<file path="src/rtl/seg7_pkg.sv">
// Shared constants for the four-digit seven-segment scan driver.
// Segment bit order: a..g on bits 0..6, active-low (0 = lit).
package seg7_pkg;

    localparam int NUM_DIGITS = 4;

    localparam logic [6:0] SEG_0    = 7'b1000000;
    localparam logic [6:0] SEG_1    = 7'b1111001;
    localparam logic [6:0] SEG_2    = 7'b0100100;
    localparam logic [6:0] SEG_3    = 7'b0110000;
    localparam logic [6:0] SEG_4    = 7'b0011001;
    localparam logic [6:0] SEG_5    = 7'b0010010;
    localparam logic [6:0] SEG_6    = 7'b0000010;
    localparam logic [6:0] SEG_7    = 7'b1111000;
    localparam logic [6:0] SEG_8    = 7'b0000000;
    localparam logic [6:0] SEG_9    = 7'b0010000;
    localparam logic [6:0] SEG_DASH = 7'b0111111;
    localparam logic [6:0] SEG_OFF  = 7'h7F;

    typedef enum logic {
        SLOT_BLANK,
        SLOT_DRIVE
    } slot_state_t;

endpackage

</file>
<file path="src/rtl/seg7_encode.sv">
// Combinational BCD-to-segment decoder; non-decimal nibbles show a dash.
module seg7_encode
    import seg7_pkg::*;
(
    input  logic [3:0] nibble,
    input  logic       blank,
    output logic [6:0] seg_n
);

    always_comb begin
        seg_n = SEG_OFF;
        if (!blank) begin
            case (nibble)
                4'd0:    seg_n = SEG_0;
                4'd1:    seg_n = SEG_1;
                4'd2:    seg_n = SEG_2;
                4'd3:    seg_n = SEG_3;
                4'd4:    seg_n = SEG_4;
                4'd5:    seg_n = SEG_5;
                4'd6:    seg_n = SEG_6;
                4'd7:    seg_n = SEG_7;
                4'd8:    seg_n = SEG_8;
                4'd9:    seg_n = SEG_9;
                default: seg_n = SEG_DASH;
            endcase
        end
    end

endmodule

</file>
<file path="src/rtl/seg7_scan_driver.sv">
// Time-multiplexed common-anode driver: per-slot anti-ghost blanking,
// optional leading-zero blanking and frame-boundary (tear-free) updates.
module seg7_scan_driver
    import seg7_pkg::*;
#(
    parameter int CLK_DIV   = 50000,
    parameter int BLANK_CYC = 500
) (
    input  logic        clk,
    input  logic        rst,
    input  logic        load,
    input  logic [15:0] bcd_in,
    input  logic [3:0]  dp_in,
    input  logic        lzb_en,
    output logic [3:0]  anode_n,
    output logic [6:0]  seg_n,
    output logic        dp_n,
    output logic        frame_done
);

    localparam int CNT_W = $clog2(CLK_DIV);
    localparam int IDX_W = $clog2(NUM_DIGITS);
    localparam logic [CNT_W-1:0] SLOT_LAST = CNT_W'(CLK_DIV - 1);
    localparam logic [CNT_W-1:0] BLANK_END = CNT_W'(BLANK_CYC);
    localparam logic [IDX_W-1:0] LAST_DIG  = IDX_W'(NUM_DIGITS - 1);

    logic [CNT_W-1:0]      slot_cnt;
    logic [IDX_W-1:0]      dig_idx;
    logic [15:0]           disp_bcd;
    logic [15:0]           pend_bcd;
    logic [3:0]            disp_dp;
    logic [3:0]            pend_dp;
    logic                  pend;
    slot_state_t           slot_state;
    logic                  frame_end;
    logic [3:0]            cur_nibble;
    logic                  cur_blank;
    logic [6:0]            enc_seg_n;
    logic                  zero3;
    logic                  zero2;
    logic                  zero1;
    logic [NUM_DIGITS-1:0] lz_mask;

    // A digit is a leading zero when it and every more significant nibble is 0.
    assign zero3   = (disp_bcd[15:12] == 4'h0);
    assign zero2   = (disp_bcd[11:8]  == 4'h0);
    assign zero1   = (disp_bcd[7:4]   == 4'h0);
    assign lz_mask = {zero3, zero3 & zero2, zero3 & zero2 & zero1, 1'b0};

    always_comb begin
        slot_state = (slot_cnt < BLANK_END) ? SLOT_BLANK : SLOT_DRIVE;
        frame_end  = (slot_cnt == SLOT_LAST) && (dig_idx == LAST_DIG);
        cur_nibble = disp_bcd[{dig_idx, 2'b00} +: 4];
        cur_blank  = lzb_en && lz_mask[dig_idx];
    end

    seg7_encode u_encode (
        .nibble (cur_nibble),
        .blank  (cur_blank),
        .seg_n  (enc_seg_n)
    );

    always_ff @(posedge clk) begin
        if (rst) begin
            slot_cnt   <= '0;
            dig_idx    <= '0;
            disp_bcd   <= '0;
            disp_dp    <= '0;
            pend_bcd   <= '0;
            pend_dp    <= '0;
            pend       <= 1'b0;
            anode_n    <= 4'hF;
            seg_n      <= SEG_OFF;
            dp_n       <= 1'b1;
            frame_done <= 1'b0;
        end else begin
            if (slot_cnt == SLOT_LAST) begin
                slot_cnt <= '0;
                dig_idx  <= dig_idx + IDX_W'(1);
            end else begin
                slot_cnt <= slot_cnt + CNT_W'(1);
            end

            frame_done <= frame_end;

            if (slot_state == SLOT_BLANK) begin
                anode_n <= 4'hF;
                seg_n   <= SEG_OFF;
                dp_n    <= 1'b1;
            end else begin
                anode_n <= ~(4'b0001 << dig_idx);
                seg_n   <= enc_seg_n;
                dp_n    <= ~disp_dp[dig_idx];
            end

            // A load on the boundary itself bypasses pend and shows next frame.
            if (frame_end) begin
                if (load) begin
                    disp_bcd <= bcd_in;
                    disp_dp  <= dp_in;
                end else if (pend) begin
                    disp_bcd <= pend_bcd;
                    disp_dp  <= pend_dp;
                end
                pend <= 1'b0;
            end else if (load) begin
                pend_bcd <= bcd_in;
                pend_dp  <= dp_in;
                pend     <= 1'b1;
            end
        end
    end

endmodule

</file>
<file path="config.mk">
export PLATFORM = sky130hd
export DESIGN_NAME = seg7_scan_driver
export DESIGN_NICKNAME = d
export VERILOG_FILES = /design/src/rtl/seg7_pkg.sv /design/src/rtl/seg7_encode.sv /design/src/rtl/seg7_scan_driver.sv
export SDC_FILE = /design/constraint.sdc
export NUM_CORES = 1
export LEC_CHECK = 0
export CAP_MARGIN = 20
export CORE_AREA = 2 2 81 83
export CTS_BUF_LIST = sky130_fd_sc_hd__clkbuf_4 sky130_fd_sc_hd__clkbuf_8
export DETAILED_ROUTE_END_ITERATION = 7
export DIE_AREA = 0 0 83 85
export PLACE_DENSITY = 0.84
export SKIP_CTS_REPAIR_TIMING = 1
export SLEW_MARGIN = 10
export SYNTH_ARGS = -nofsm -noshare
export SYNTH_HDL_FRONTEND = slang
export SYNTH_SLANG_ARGS = --single-unit
</file>
<file path="constraint.sdc">
create_clock -name clk -period 2.55 [get_ports clk]
set_clock_uncertainty 0.2 [all_clocks]
set_input_delay 0.51 -clock clk [delete_from_list [all_inputs] [get_ports clk]]
set_output_delay 0.51 -clock clk [all_outputs]
set_load 0.005 [all_outputs]
</file>
# Yosys cells after proc, flatten, opt, wreduce, memory -nomap -nowiden
# Memories as Yosys holds them, arrays and structs flattened. A register that Yosys moved wholly into a read port is not among the register bits.
# Index checks and enable logic that the tools add are counted.
[word_totals] reg_bits=65 latchBits=0 mem_bits_rw=0 romBits=112 in_bits=24 elab_cells=44 mem_count=1
[memory_table] memory="(no name shown)" words=16 word_bits=7 rd=1 rd_clocked_by_memory_dff=1 write_ports=0 line_no="seg7_encode.sv:13" text="case (nibble)"
[op_classes] addsub=2 mul=0 div=0 magnitude_cmp=2 n_eq_ne=2 shifts=2 mux=8 bitwise=5 n_reduce_logical=12
[op_table] cell="$mux W16" n=2
[op_table] cell="$add A16 B1 Y16 const B" n=1
[op_table] cell="$eq A16 B16 Y1 const B" n=1
[op_table] cell="$lt A16 B9 Y1 const B" n=1
[op_table] cell="$shiftx A16 B5 Y4" n=1
[op_table] cell="$logic_not A4 Y1" n=3
[op_table] cell="$mux W4" n=2
[op_table] cell="$reduce_or A2 Y1" n=3
[op_table] cell="$bmux W1 S2" n=2
[op_table] cell="$not A4 Y4" n=1
[op_table] cell="$reduce_and A2 Y1" n=2
[op_table] cell="$shl A1 B2 Y4 const A" n=1
[op_table] cell="$lt A2 B3 Y1 const B" n=1
[op_table] cell="$reduce_or A3 Y1" n=1
[op_table] cell="$add A2 B1 Y2 const B" n=1
[op_table] cell="$and A1 B1 Y1" n=2
[op_table] cell="$eq A2 B2 Y1 const B" n=1
[op_table] cell="$logic_and A1 B1 Y1" n=2
[op_table] cell="$mux W1" n=2
[op_table] cell="$not A1 Y1" n=2
[op_table] cell="$reduce_bool A2 Y1" n=1

# Longest topological paths before layout
# Gate-level depths: netlist of run 1.
[depth] depth_word=7 mapped_depth=8 depth_no_buf=7

# Modules after synthesis
# From an unflattened synthesis of run 1, not the netlist that was laid out.
[hier_totals] hier_cells=334 area_unflattened_um2=3395.8
[by_module_without_submodules] module="seg7_scan_driver" instances=1 cells_each=299 area_each_um2=3163.0
[by_module_without_submodules] module="seg7_encode" instances=1 cells_each=35 area_each_um2=232.7

# Worst setup path before layout of run 1
# Ideal clock, no wire load.
[synth_timing] kind="reg2reg" startpoint="register dig_idx[0]" endpoint="register seg_n[4]" arrival_ps=1988 required_ps=2215 setup_slack_ps=227 stages_incl_launch_ff=9 path_buffers=1 path_cell_list="dfxtp_1 > clkbuf_1 > mux4_2 > inv_1 > ha_1 > inv_1 > mux2_2 > o22ai_1 > nand3_1"
[synth_between] elab_chain_len=4 elab_cells_between_ends=5 cone_classes="1 x shift; 2 x mux; 2 x reduce/logical"
[synth_lines] item="from (decl)" line_no="seg7_scan_driver.sv:28" text="logic [IDX_W-1:0] dig_idx;"
[synth_lines] item="from (signal assigned)" line_no="seg7_scan_driver.sv:79" text="dig_idx <= dig_idx + IDX_W'(1);"
[synth_lines] item="$bmux W1 S2" line_no="seg7_scan_driver.sv:54" text="cur_blank = lzb_en && lz_mask[dig_idx];"
[synth_lines] item="$mux W1 (implied by the code)" line_no="seg7_scan_driver.sv:54"
[synth_lines] item="$logic_and A1 B1 Y1" line_no="seg7_scan_driver.sv:54"
[synth_lines] item="$reduce_or A3 Y1 (no source line)"
[synth_lines] item="to (decl)" line_no="seg7_scan_driver.sv:16" text="output logic [6:0] seg_n,"
# Parallel ways exist; a longest one is shown, timed or not. The select of a mux whose other input is x is not followed.
# A chain may end at the register's enable or synchronous reset.

# Worst setup path in the final report of run 1
# Same ends and word-level chain as after synthesis.

==> impl_metrics.yaml, run 1 <==
drt:
  wirelength_mm: 6.63
  first_iter_violations: 111
  via_per_inst: 5.33
  wl_per_cell_um: 14.0
  dr_total_vias: 2526
  first_pass_iters: 4
  ant_nets: 0
  drc: 0
synth:
  synth_compound_area_share_pct: 3.09
  synth_area_um2: 3520
  ys_warn_count: 0
  yosysSeqAreaShare_pct: 40.9
  synth.area.mux_share_pct: 21.6
  ys.flop_type: "dfxtp_1"
  synth_nets: 394
  postSynthCellCount: 360
  synth_top_family_by_area: "simple AND/OR/NAND/NOR gates"
  async_flop_share_pct: 0
  yosys_register_bits: 72
  synthSimpleGateAreaFrac_pct: 24.0
  postSynthAreaPerCell_um2: 9.78
  ys_types: 41
  yosys.area_share.xor_xnor_pct: 3.48
  synth_edf_count: 0
  yosys.area_share.adder_pct: 3.55
floorplanning:
  fp.dieW_um: 83
  ios: 37
  rows: 29
  dieArea_um2: 7060
  initial_core_util_pct: 56.7
  design.core.area_um2: 6200
  chipHeight_um: 85
finish:
  final_net_count: 427
  syn_to_final_growth_pct: 18.6
  final_common_cell: "dfxtp_1"
  nFillCells: 491
  diodes: 0
  drive_gt1_share_pct: 13.9
  final_cells: 474
  mostFrequentLayoutCells: "dfxtp_1 (72), nor2_1 (42), nand2b_1 (41), mux2i_1 (41), clkdlybuf4s50_1 (35)"
worst_setup_path:
  critPathLaunchType: "flop"
  criticalPathCategory: "flop to flop"
  cp_data_arrival_time_ns: 2.35
  crit_chain: "mux4_2, inv_1, ha_1, inv_1, mux2_2, o22ai_1, nand3_1"
  cp_num_buf_inv: 2
  cp_slowest_cell: "mux4_2"
  regToRegSetupSlack_ns: 0.20
  cpPeakStageDelay_ns: 0.61
  crit_fanout: 5
  cp.required_ns: 2.56
  endpoint_kind: "flop"
  path_common_cell: "inv_1"
  critPathTopFamily: "multiplexers"
placement:
  placed_cells: 459
  hpwl_mm: 4.37
  placement.io_buffers: 36
  gp_congestion: 0.815
sta:
  hold_violations: 0
  worst_slew_pin_slew_ns: 0.613
  fin_crit_ns: 2.35
  setup-violations-final: 0
  drv_slew: 0
  slew_headroom_pct: 59.0
  fmax_mhz: 426
  holdWs_ns: 0.229
  rsz0062_at_grt: "no"
  period_share_pct: 92.0
  finalSetupTns_ns: 0
cts:
  path_clk_slew_ns: 0.08
  h-tree-depth: 3
  clk-insertion-delay-late_ns: 0.35
  numCtsBuffers: 9
  clk_root_buffer_cell: "clkbuf_8"
  clockBufferDepth: 2
  cts_sinks: 72
  cts_tree: "done"
flow_run:
  drv_cap: 0
grt:
  track_usage_pct: 19.7
  grt_pass1_wl_mm: 11.3
  antenna_found_initial: 0
  overflow: 0
  grt_pass1_vias: 2433
  grt_max_degree: 83
pwr:
  pwr_density_cell_nw_per_um2: 527
  ir_worst_vdd_uv: 389
  cellLeakagePower_uw: 0.00169
run_status:
  outcome: "finished clean"
min_path:
  hp-class: "input port to flop"
==> metrics by stage <==
stage               total power [uW]  setup slack, ns  util (%)  instance area [um2]
detailed placement              1360            0.309      64.2                 3980
global placement                1350            0.368      64.2                 3980
floorplan                       1290            0.227         -                 3520
CTS                             2220            0.202      67.3                 4180
global route                    2290            0.132      67.3                 4180
finish                          2200            0.203      67.3                 4180
==> Yosys cell counts, types with 3 or more instances <==
master    number  area, um2
dfxtp_1       72       1440
nor2_1        42        158
mux2i_1       41        410
nand2b_1      41        257
mux2_2        21        236
nor2b_1       20        125
clkbuf_1      13       48.8
xor2_1        11       96.3
ha_1          10        125
nand2_1       10       37.5
nand3_1        9       45.0
inv_1          8       30.0
nand4_1        8       50.1
a21oi_1        5       25.0
buf_2          5       25.0
mux4_2         5        113
and4_1         4       35.0
buf_1          3       11.3
o211ai_1       3       22.5
o21ai_0        3       15.0
xnor2_1        3       26.3
==> registers in the layout (all words and copies together) (netlist names) <==
signal and cells:
pend_dp 4, dp_n 1, seg_n 7, anode_n 4, disp_dp 4, dig_idx 2, pend_bcd 16, slot_cnt 16
pend 1, disp_bcd 16, frame_done 1
==> worst reg2reg max path, cell delays in order, from the launching register on <==
cell,delay (ns)
dfxtp_1,0.51
mux4_2,0.61
inv_1,0.13
ha_1,0.15
inv_1,0.05
mux2_2,0.27
o22ai_1,0.19
nand3_1,0.11
==> logic make-up (layout without fill, tap and decap cells) <==
| kind of cell | count (synthesis) | count (layout) |
|---|---|---|
| XOR/XNOR | 14 | 14 |
| AO/OA/AOI/OAI | 17 | 17 |
| adder cells (fa/ha/maj) | 10 | 10 |
| buffers and inverters | 30 | 67 |
| flip-flops | 72 | 72 |
| AND/OR/NAND/NOR | 150 | 150 |
| multiplexers | 67 | 67 |
==> final timing paths <==
path	endpoint	depth (start not counted)	from
min reg2reg	slot_cnt[0]$_SDFF_PP0_	1	slot_cnt[0]$_SDFF_PP0_
min	dig_idx[1]$_SDFFE_PP0P_	2	rst
max	seg_n[4]$_SDFF_PP1_	7	dig_idx[0]$_SDFFE_PP0P_
max reg2reg	seg_n[4]$_SDFF_PP1_	7	dig_idx[0]$_SDFFE_PP0P_
==> report_power, final <==
part | internal, uW | switching (uW) | leakage, uW
clock | 453 | 419 | 0.0000975
combinational | 91.6 | 74.1 | 0.00101
sequential | 1150 | 14.6 | 0.000585
total | 1690 | 508 | 0.00169
==> per-layer routing <==
layer  up-vias  GRT usage (%)  part of all wire, %
met5         -              0                    0
met4         0           7.75                  1.9
met3        15           6.61                  4.5
met2        67           32.2                   47
met1      1146           24.2                   47
li1       1298              -                    -
==> layout make-up <==
| type | count | area (um2) | share of cell area (%) |
|---|---|---|---|
| Multi-Input combinational cell | 258 | 1960 | 47.0 |
| Sequential cell | 72 | 1440 | 34.5 |
| Timing Repair Buffer | 44 | 453 | 10.8 |
| Clock buffer | 13 | 179 | 4.29 |
| Tap cell | 77 | 96.3 | 2.31 |
| Inverter | 8 | 30.0 | 0.719 |
| Clock inverter | 2 | 12.5 | 0.300 |
(Power assumes the default switching activity.)
==> run 2: changes to the inputs <==
--- a/config.mk
+++ b/config.mk
@@ -8,6 +8,7 @@
 export CAP_MARGIN = 20
 export CORE_AREA = 2 2 81 83
 export CTS_BUF_LIST = sky130_fd_sc_hd__clkbuf_4 sky130_fd_sc_hd__clkbuf_8
+export CTS_CLUSTER_DIAMETER = 200
 export DETAILED_ROUTE_END_ITERATION = 7
 export DIE_AREA = 0 0 83 85
 export PLACE_DENSITY = 0.84
==> results of run 2 <==
The final DEF is identical to that of run 1; final timing and power are the same.
==> run 3: changes to the inputs <==
--- a/config.mk
+++ b/config.mk
@@ -6,12 +6,12 @@
 export NUM_CORES = 1
 export LEC_CHECK = 0
 export CAP_MARGIN = 20
-export CORE_AREA = 2 2 81 83
+export CORE_AREA = 2 2 104 106
 export CTS_BUF_LIST = sky130_fd_sc_hd__clkbuf_4 sky130_fd_sc_hd__clkbuf_8
 export CTS_CLUSTER_DIAMETER = 200
 export DETAILED_ROUTE_END_ITERATION = 7
-export DIE_AREA = 0 0 83 85
-export PLACE_DENSITY = 0.84
+export DIE_AREA = 0 0 106 108
+export PLACE_DENSITY = 0.57
 export SKIP_CTS_REPAIR_TIMING = 1
 export SLEW_MARGIN = 10
 export SYNTH_ARGS = -nofsm -noshare
==> impl_metrics.yaml, run 3 (same netlist as run 1, synthesis figures left out) <==
cts:
  clk-insertion-delay-late_ns: 0.34
  cts_sinks: 72
  h-tree-depth: 3
  clk_root_buffer_cell: "clkbuf_8"
  cts_tree: "done"
  clockBufferDepth: 2
  numCtsBuffers: 9
  path_clk_slew_ns: 0.08
run_status:
  outcome: "finished clean"
min_path:
  holdPathEnd: "slot_cnt[0]$_SDFF_PP0_"
  min-delay-start: "slot_cnt[0]$_SDFF_PP0_"
  hp-class: "flop to flop"
  min_path_cells: 1
grt:
  busiest_layer: "met2"
  grt.met3_usage_pct: 3.68
  overflow: 0
  grt_max_degree: 47
  antenna_found_initial: 0
  use_met1_pct: 18.2
  grtUsageMet2_pct: 19.0
  grt_pass1_vias: 2466
  track_usage_pct: 12.8
  grt_pass1_wl_mm: 11.8
placement:
  placed_cells: 520
  placement.io_buffers: 36
  gp_congestion: 0.743
  dpl_cell_area_um2: 4070
  hpwl_mm: 4.76
  pre_cts_ws_ns: 0.331
finish:
  largestRegisters: "disp_bcd x16, pend_bcd x16, slot_cnt x16"
  diodes: 0
  final_common_cell: "dfxtp_1"
  syn_to_final_growth_pct: 20.7
  final_cells: 536
  final_net_count: 429
  fin_area_um2: 4250
  mostFrequentLayoutCells: "dfxtp_1 (72), nor2_1 (42), nand2b_1 (41), mux2i_1 (41), clkdlybuf4s50_1 (35)"
  drive_gt1_share_pct: 14.5
  nFillCells: 1018
drt:
  wirelength_mm: 6.83
  first_pass_iters: 4
  drc: 0
  via_per_inst: 4.72
  dr_total_vias: 2531
  first_iter_violations: 70
  ant_nets: 0
  wl_per_cell_um: 12.8
floorplanning:
  ios: 37
  fp.dieW_um: 106
  rows: 37
  dieArea_um2: 11400
  chipHeight_um: 108
  design.core.area_um2: 10200
  initial_core_util_pct: 34.4
sta:
  fin_crit_ns: 2.24
  slew_headroom_pct: 62.8
  period_share_pct: 87.8
  setup-violations-final: 0
  setup_ws_ns: 0.311
  rsz0062_at_grt: "no"
  finalSetupTns_ns: 0
  hold_violations: 0
  worst_slew_pin_slew_ns: 0.556
  drv_slew: 0
  fmax_mhz: 447
pwr:
  pwr_density_cell_nw_per_um2: 507
  p_total_uw: 2160
  cellLeakagePower_uw: 0.00170
  ir_worst_vdd_uv: 230
flow_run:
  drv_cap: 0
worst_setup_path:
  reg2reg_depth: 7
  crit_fanout: 5
  crit_chain: "mux4_2, inv_1, ha_1, inv_1, mux2_2, o22ai_1, nand3_1"
  critPathLaunchType: "flop"
  cp.required_ns: 2.56
  r2r_start: "dig_idx[0]$_SDFFE_PP0P_"
  cp_slowest_cell: "mux4_2"
  reg2reg_to: "seg_n[4]$_SDFF_PP1_"
  endpoint_kind: "flop"
  path_common_cell: "inv_1"
  cpPeakStageDelay_ns: 0.61
  worstSetupStartpoint: "dig_idx[0]$_SDFFE_PP0P_"
  criticalPathCategory: "flop to flop"
  cp_data_arrival_time_ns: 2.25
  regToRegSetupSlack_ns: 0.31
## run 3: layout make-up
class / count / area (um2) / area share [%]
repair buffers: 46 / 468 / 11.0
well taps: 136 / 170 / 4.00
clock inverters: 5 / 32.5 / 0.765
multi-input cells: 258 / 1960 / 46.2
inverters: 8 / 30.0 / 0.707
clock buffers: 11 / 145 / 3.41
flip-flops and latches: 72 / 1440 / 33.9
## run 3: how the worst max path moves through the flow
stage               slack, ns                        to  cells after the start
finish                   0.31       seg_n[4]$_SDFF_PP1_                      7
floorplan                0.23       seg_n[4]$_SDFF_PP1_                      8
global placement         0.35  disp_bcd[3]$_SDFFE_PP0P_                      5
CTS                      0.29       seg_n[4]$_SDFF_PP1_                      7
detailed placement       0.33       seg_n[4]$_SDFF_PP1_                      7
global route             0.15       seg_n[4]$_SDFF_PP1_                      7
## run 3: power by group
part	total (uW)	switching (uW)	leakage (uW)	internal, uW
Clock	825	435	0.0000965	389
Sequential	1160	13.5	0.000585	1150
Combinational	170	76.6	0.00102	93.3
## run 3: critical path, delay by kind of cell (launching register included)
kind / cells / cell delay [ns]
flip-flops: 1 / 0.49
AO/OA/AOI/OAI: 1 / 0.12
AND/OR/NAND/NOR: 1 / 0.09
multiplexers: 2 / 0.87
adder cells (fa/ha/maj): 1 / 0.16
buffers and inverters: 2 / 0.18
## run 3: layer usage
layer	wire (um)	up-vias	share of wire, %
met5	0	-	0
met4	74	0	1.1
met3	232	6	3.4
met2	2890	38	42
met1	3630	1185	53
li1	-	1302	-
## run 3: per-stage QoR
step | utilization, % | hold slack (ns)
global route | 41.5 | 0.298
global placement | 39.8 | 0.239
finish | 41.5 | 0.265
floorplan | - | 0.226
CTS | 41.5 | 0.273
detailed placement | 39.8 | 0.254
